### config.mk
export PLATFORM = sky130hd
export DESIGN_NAME = syscon_seq
export DESIGN_NICKNAME = d
export VERILOG_FILES = /design/src/rtl/syscon_seq.sv
export SDC_FILE = /design/constraint.sdc
export NUM_CORES = 1
export LEC_CHECK = 0
export BUFFER_PORTS_ARGS = -buffer_cell sky130_fd_sc_hd__clkbuf_2
export CAP_MARGIN = 20
export CORE_ASPECT_RATIO = 1.4
export CORE_MARGIN = 10
export CORE_UTILIZATION = 45
export CTS_CLUSTER_DIAMETER = 60
export DETAILED_ROUTE_END_ITERATION = 8
export PLACE_DENSITY = 0.7
export SYNTH_ARGS = -nofsm -noshare
export SYNTH_HDL_FRONTEND = slang
export SYNTH_SLANG_ARGS = --single-unit
### constraint.sdc
create_clock -name clk -period 1.9 [get_ports clk]
set_input_delay 0.095 -clock clk [delete_from_list [all_inputs] [get_ports clk]]
set_output_delay 0.095 -clock clk [all_outputs]
set_load 0.02 [all_outputs]
### src/rtl/syscon_seq.sv
// rtl/syscon_seq.sv - staggered reset-domain sequencer with enable, slow tick and soft reset.
// Optional watchdog auto-reset is compiled in when WATCHDOG_EN is defined.
module syscon_seq #(
  parameter int N_CH        = 4,
  parameter int HOLD_CYCLES = 16,
  parameter int STAGGER     = 4,
  parameter int TICK_DIV    = 12,
  parameter int WDT_CYCLES  = 1024
) (
  input  logic            clk,
  input  logic            rst,
  input  logic            soft_rst_req,
  input  logic            wdt_kick,
  output logic [N_CH-1:0] rst_out,
  output logic            enable,
  output logic            tick,
  output logic [1:0]      reset_cause
);

  localparam int SEQ_MAX = (HOLD_CYCLES > STAGGER) ? HOLD_CYCLES : STAGGER;
  localparam int SEQ_W   = $clog2(SEQ_MAX + 1);
  localparam int TICK_W  = (TICK_DIV > 2) ? $clog2(TICK_DIV) : 1;

  localparam logic [SEQ_W-1:0]  SEQ_ONE      = SEQ_W'(1);
  localparam logic [SEQ_W-1:0]  HOLD_LAST    = SEQ_W'(HOLD_CYCLES);
  localparam logic [SEQ_W-1:0]  STAGGER_LAST = SEQ_W'(STAGGER - 1);
  localparam logic [TICK_W-1:0] TICK_ONE     = TICK_W'(1);
  localparam logic [TICK_W-1:0] TICK_LAST    = TICK_W'(TICK_DIV - 1);

  typedef enum logic [1:0] {HOLD, RELEASE, RUN} state_t;

  state_t            state, state_n;
  logic [SEQ_W-1:0]  seq_cnt, seq_n;
  logic [TICK_W-1:0] tick_cnt, tick_cnt_n;
  logic [N_CH-1:0]   rst_out_n;
  logic              enable_n, tick_n;
  logic [1:0]        cause_n;
  logic              wdt_fire;

`ifdef WATCHDOG_EN
  localparam int WDT_W = $clog2(WDT_CYCLES);
  localparam logic [WDT_W-1:0] WDT_ONE  = WDT_W'(1);
  localparam logic [WDT_W-1:0] WDT_LAST = WDT_W'(WDT_CYCLES - 1);

  logic [WDT_W-1:0] wdt_cnt, wdt_n;

  always_comb begin
    wdt_n    = wdt_cnt;
    wdt_fire = 1'b0;
    if (state != RUN || soft_rst_req) begin
      wdt_n = '0;
    end else if (wdt_kick) begin
      wdt_n = '0;
    end else if (wdt_cnt == WDT_LAST) begin
      wdt_fire = 1'b1;
      wdt_n    = '0;
    end else begin
      wdt_n = wdt_cnt + WDT_ONE;
    end
  end

  always_ff @(posedge clk) begin
    if (rst) wdt_cnt <= '0;
    else     wdt_cnt <= wdt_n;
  end
`else
  logic unused_wdt;
  assign unused_wdt = wdt_kick ^ (WDT_CYCLES > 1);
  assign wdt_fire   = 1'b0;
`endif

  always_comb begin
    state_n    = state;
    seq_n      = seq_cnt;
    tick_cnt_n = tick_cnt;
    rst_out_n  = rst_out;
    enable_n   = enable;
    tick_n     = 1'b0;
    cause_n    = reset_cause;
    if (soft_rst_req || wdt_fire) begin
      // The restart edge itself is the first hold cycle, so offsets match a cold start.
      state_n    = HOLD;
      seq_n      = SEQ_ONE;
      tick_cnt_n = '0;
      rst_out_n  = '1;
      enable_n   = 1'b0;
      cause_n    = soft_rst_req ? 2'd1 : 2'd2;
    end else begin
      case (state)
        HOLD: begin
          if (seq_cnt == HOLD_LAST) begin
            rst_out_n = rst_out << 1;
            seq_n     = '0;
            state_n   = RELEASE;
          end else begin
            seq_n = seq_cnt + SEQ_ONE;
          end
        end
        RELEASE: begin
          if (!rst_out[N_CH-1]) begin
            enable_n = 1'b1;
            state_n  = RUN;
          end else if (seq_cnt == STAGGER_LAST) begin
            rst_out_n = rst_out << 1;
            seq_n     = '0;
          end else begin
            seq_n = seq_cnt + SEQ_ONE;
          end
        end
        RUN: begin
          if (tick_cnt == TICK_LAST) begin
            tick_cnt_n = '0;
            tick_n     = 1'b1;
          end else begin
            tick_cnt_n = tick_cnt + TICK_ONE;
          end
        end
        default: state_n = HOLD;
      endcase
    end
  end

  always_ff @(posedge clk) begin
    if (rst) begin
      state       <= HOLD;
      seq_cnt     <= '0;
      tick_cnt    <= '0;
      rst_out     <= '1;
      enable      <= 1'b0;
      tick        <= 1'b0;
      reset_cause <= 2'd0;
    end else begin
      state       <= state_n;
      seq_cnt     <= seq_n;
      tick_cnt    <= tick_cnt_n;
      rst_out     <= rst_out_n;
      enable      <= enable_n;
      tick        <= tick_n;
      reset_cause <= cause_n;
    end
  end

endmodule

Word-level counts from Yosys, hierarchy flattened:

Cells that the tools add are included.

* flip-flop bits (word level): 18
* input bits: 4
* word-level logic and storage cells: 48

* bitwise operators: 2
* reduce and logical (&&, ||, !) cells: 11
* eq/ne operators: 10
* mux-type cells: 14
* add/subtract/negate cells: 2

Operators by type and width (count)
* 4-bit two-way mux: 4
* 5-bit two-way mux: 3
* 5-bit case mux with 2 select lines: 1
* 2-bit != test, second input constant: 4
* 4-bit case mux with 2 select lines: 1
* 2-bit AND reduction: 4
* 2-bit case mux with 3 select lines: 1
* 5-bit by 1-bit adder with 5-bit output, second input constant: 1
* 5-bit by 2-bit equality test with 1-bit output, second input constant: 1
* 5-bit equality test, second input constant: 1
* 4-bit by 1-bit adder with 4-bit output, second input constant: 1
* 4-bit equality test, second input constant: 1
* 2-bit two-way mux: 2
* 4-bit AND reduction: 1
* 3-bit != test, second input constant: 1
* 3-bit AND reduction: 1
* 3-bit nonzero test: 1
* 3-bit OR reduction: 1
* 2-bit by 1-bit equality test with 1-bit output, second input constant: 1
* 2-bit equality test, second input constant: 1
* 2-bit logical NOT: 1
* 1-bit two-way mux: 2
* 1-bit inverter: 2
* 2-bit nonzero test: 1
* 2-bit OR reduction: 1

Logic depth before layout (Yosys ltp):

* word-level depth: 5
* mapped depth: 6
* gate-level depth less buffers: 6

Worst setup path after synthesis:

No wires, ideal clock.

* kind: reg-to-reg
* start point: reg seq_cnt[0]
* end point: reg rst_out[1]
* required time: 1828 ps
* arrival time: 1306 ps
* stages on the path, launching flop included: 7
* slack: 522 ps
* cells stage by stage: dfxtp_1 -> inv_1 -> ha_1 -> and4bb_1 -> mux2i_2 -> nand2b_4 -> mux2i_1

* cells in the longest elaborated chain, start to end: 3
* elaborated cells on any way between the ends: 5
* classes of those cells: 4 x eq/ne; 1 x reduce/logical

RTL lines
* from (decl): RTL line 33 `logic [SEQ_W-1:0] seq_cnt, seq_n;`
* from (signal assigned): RTL line 134 `seq_cnt <= seq_n;`
* 5-bit by 2-bit equality test with 1-bit output / 5-bit equality test (equally long branches): RTL line 103, 91
* 2-bit != test (no line)
* 4-bit AND reduction (no line) (*)
* to (signal assigned): RTL line 136 `rst_out <= rst_out_n;`
* to (decl): RTL line 14 `output logic [N_CH-1:0] rst_out,`

Mark *: on every way between the ends. The rest lies on a longest branch, timed or not.
A chain may end at the register's enable or synchronous reset.

Final worst setup path:

* start point: reg seq_cnt[0]
* end point: reg rst_out[2]

Same word-level chain as after synthesis.

==> results.json <==
{
  "status": "complete, no violations",
  "slew_violations": 0,
  "hold_viol": 0,
  "final_area_um2": 963,
  "die_height_um": 72.4,
  "path_max_fanout": 4,
  "drc_errors": 0,
  "drtAntennaViolNets": 0,
  "grt_max_degree": 13,
  "ys.warnings.count": 0,
  "syn_nets": 102,
  "hold_depth": 3,
  "hp-start": "soft_rst_req",
  "wirelength_mm": 1.46,
  "cts_tree": "yes",
  "synth_top_area_share_pct": 40.9,
  "cts_buffers": 3,
  "numPortBuffers": 9,
  "clock_latency_ns": 0.29,
  "min_period_ns": 1.53,
  "irDropWorstVdd_v": 0.000601,
  "ff2ff_path_depth": 6,
  "synth_cells": 95,
  "crit_path_end_kind": "register",
  "worst_hold_path.endpoint": "reset_cause[0]$_SDFFE_PP0P_",
  "fin_crit_sh_pct": 80.4,
  "wl_per_cell_um": 11.7,
  "r2r_end": "rst_out[2]$_SDFFE_PP1P_",
  "p_per_area_nw_per_um2": 673,
  "syn_to_final_growth_pct": 9.37,
  "fin_tns_setup_ns": 0,
  "arrival_ns": 1.76,
  "fp.dieW_um": 57.4,
  "cts_setup_buffers": 0,
  "finClkSkew_ns": 0.0107,
  "core_region_area_um2": 1820,
  "h-tree-depth": 1,
  "placed_area_um2": 917,
  "post_drt_via_cell_ratio": 5.12,
  "post-place-cells": 120,
  "stdcell_count": 125,
  "cts.clk_slew.worst_paths_ns": 0.11,
  "ioPinCount": 12,
  "std_cell_rows": 18,
  "cts.path.max_buffers": 2,
  "cp.required_ns": 2.13,
  "grt_pass1_wl_mm": 2.53,
  "r2r-start": "seq_cnt[0]$_SDFFE_PP0P_",
  "clock_sinks": 18,
  "grt_pass1_vias": 613,
  "initial_utilization_pct": 48.3,
  "yosysTopAreaCell": "dfxtp_1",
  "vias": 640,
  "synth_cell_types": 32,
  "max_freq_mhz": 655,
  "synthesis.area_um2": 881,
  "synth.area.top_cells": "dfxtp_1, mux2i_1, nor2_1",
  "final_nets": 113,
  "setup_violations": 0,
  "postLayoutCoreUtil_pct": 52.8,
  "rsz0062_at_grt": "no",
  "root_buffer": "clkbuf_4",
  "yosysSeqAreaShare_pct": 40.9,
  "critPathLaunchType": "register",
  "routabilityCongestion": 0.737,
  "syn_area_per_cell_um2": 9.27,
  "dp_hpwl_mm": 1.11,
  "drv_cap": 0,
  "detail_route.first_pass.iterations": 3,
  "grt_use_total_pct": 7.27,
  "min_path_type": "input pin to register",
  "ys_seq_elements": 18,
  "r2r_slack_ns": 0.37,
  "diodes": 0,
  "overflow": 0,
  "drive_above_1_share_pct": 20.0,
  "worstSetupPathType": "register to register",
  "drt_iter0_markers": 20,
  "dieArea_um2": 4150,
  "p_leak_uw": 0.000376,
  "antenna_found_initial": 0
}
## through the flow
| step | power [uW] | setup slack (ns) | hold slack (ns) |
|---|---|---|---|
| floorplan | 415 | 0.522 | 0.164 |
| finish | 649 | 0.373 | 0.0533 |
| global placement | 422 | 0.412 | 0.302 |
| global route | 677 | 0.218 | 0.111 |
| detailed placement | 422 | 0.408 | 0.313 |
| CTS | 658 | 0.380 | 0.0558 |
## cell families after synthesis
kind of cell,synth area share (%)
and+or+nand+nor,28.7
DFF,40.9
AOI/OAI and AO/OA,9.94
buffers and inverters,5.54
muxes,7.24
adders and majority gates,4.26
xor gates and xnor gates,2.98
other,0.426
## where the power goes
part | switching (uW) | leakage, uW | internal [uW]
sequential | 3.79 | 0.000146 | 382
combinational | 18.3 | 0.000209 | 11.1
clock | 117 | 0.0000210 | 117
total | 139 | 0.000376 | 509
## worst max-delay path: stages (launching register included)
cell	delay [ns]
dfxtp_1	0.40
inv_1	0.07
ha_1	0.19
and4bb_1	0.23
mux2i_2	0.22
nand2b_4	0.19
mux2i_1	0.17
## layer usage
layer | track usage [%] | vias to the layer above | wire length (um)
met3 | 1.57 | 2 | 28
met2 | 12.6 | 8 | 730
met5 | 0 | - | 0
li1 | - | 339 | -
met1 | 7.96 | 291 | 685
met4 | 3.93 | 0 | 16
## cells in the final DEF (no fill, tap or decap), types with 3 or more instances in the layout
master and n:
dfxtp_1 18, nor2_1 13, clkbuf_2 9, a21oi_1 8, nand2_1 7, mux2i_1 5
inv_1 4, o21ai_1 3, nor4b_2 3, xnor2_1 3, ha_1 3, clkbuf_4 3
## registers in the layout, indices dropped and copies added, names as in the netlist
signal / flops
rst_out: 4
enable: 1
tick_cnt: 4
seq_cnt: 5
state: 2
tick: 1
reset_cause: 1
## area by class of cell
cell class,instances,area (um2)
Clock buffer,4,36.3
Fill cell,171,861
Inverter,4,15.0
Multi-Input combinational cell,69,472
Sequential cell,18,360
Tap cell,20,25.0
Timing Repair Buffer,10,55.1
## cell usage after synthesis (all sizes together)
| library cell | number |
|---|---|
| and4bb | 1 |
| dfxtp | 18 |
| nand2 | 7 |
| or2 | 2 |
| inv | 4 |
| a21oi | 8 |
| or4 | 1 |
| conb | 1 |
| o211ai | 1 |
| nor2 | 13 |
| o31ai | 1 |
| nor3b | 1 |
| mux2i | 6 |
| xnor2 | 3 |
| buf | 3 |
| nand3 | 1 |
| ha | 3 |
| nand2b | 3 |
| nor2b | 3 |
| o21ai | 5 |
| nor4b | 3 |
| nor4 | 1 |
| and2 | 1 |
| clkbuf | 1 |
| a21o | 1 |
| and2b | 1 |
| nor3 | 2 |
## what timing repair did
| action | in CTS | in global routing |
|---|---|---|
| endpoints found under the hold margin | 2 | 0 |
| resized for setup | 0 | 0 |
| hold buffers | 1 | 0 |
## how the worst max path moves through the flow
stage	start	end	slack, ns	depth (start not counted)
6_report	seq_cnt[0]$_SDFFE_PP0P_	rst_out[2]$_SDFFE_PP1P_	0.37	6
5_1_grt	seq_cnt[1]$_SDFFE_PP0P_	seq_cnt[3]$_SDFFE_PP0P_	0.22	5
4_1_cts	seq_cnt[0]$_SDFFE_PP0P_	rst_out[2]$_SDFFE_PP1P_	0.38	6
3_5_place_dp	seq_cnt[0]$_SDFFE_PP0P_	rst_out[1]$_SDFFE_PP1P_	0.41	6
3_3_place_gp	seq_cnt[0]$_SDFFE_PP0P_	seq_cnt[3]$_SDFFE_PP0P_	0.41	5
2_1_floorplan	seq_cnt[0]$_SDFFE_PP0P_	rst_out[1]$_SDFFE_PP1P_	0.52	6
(Power assumes the default switching activity.)
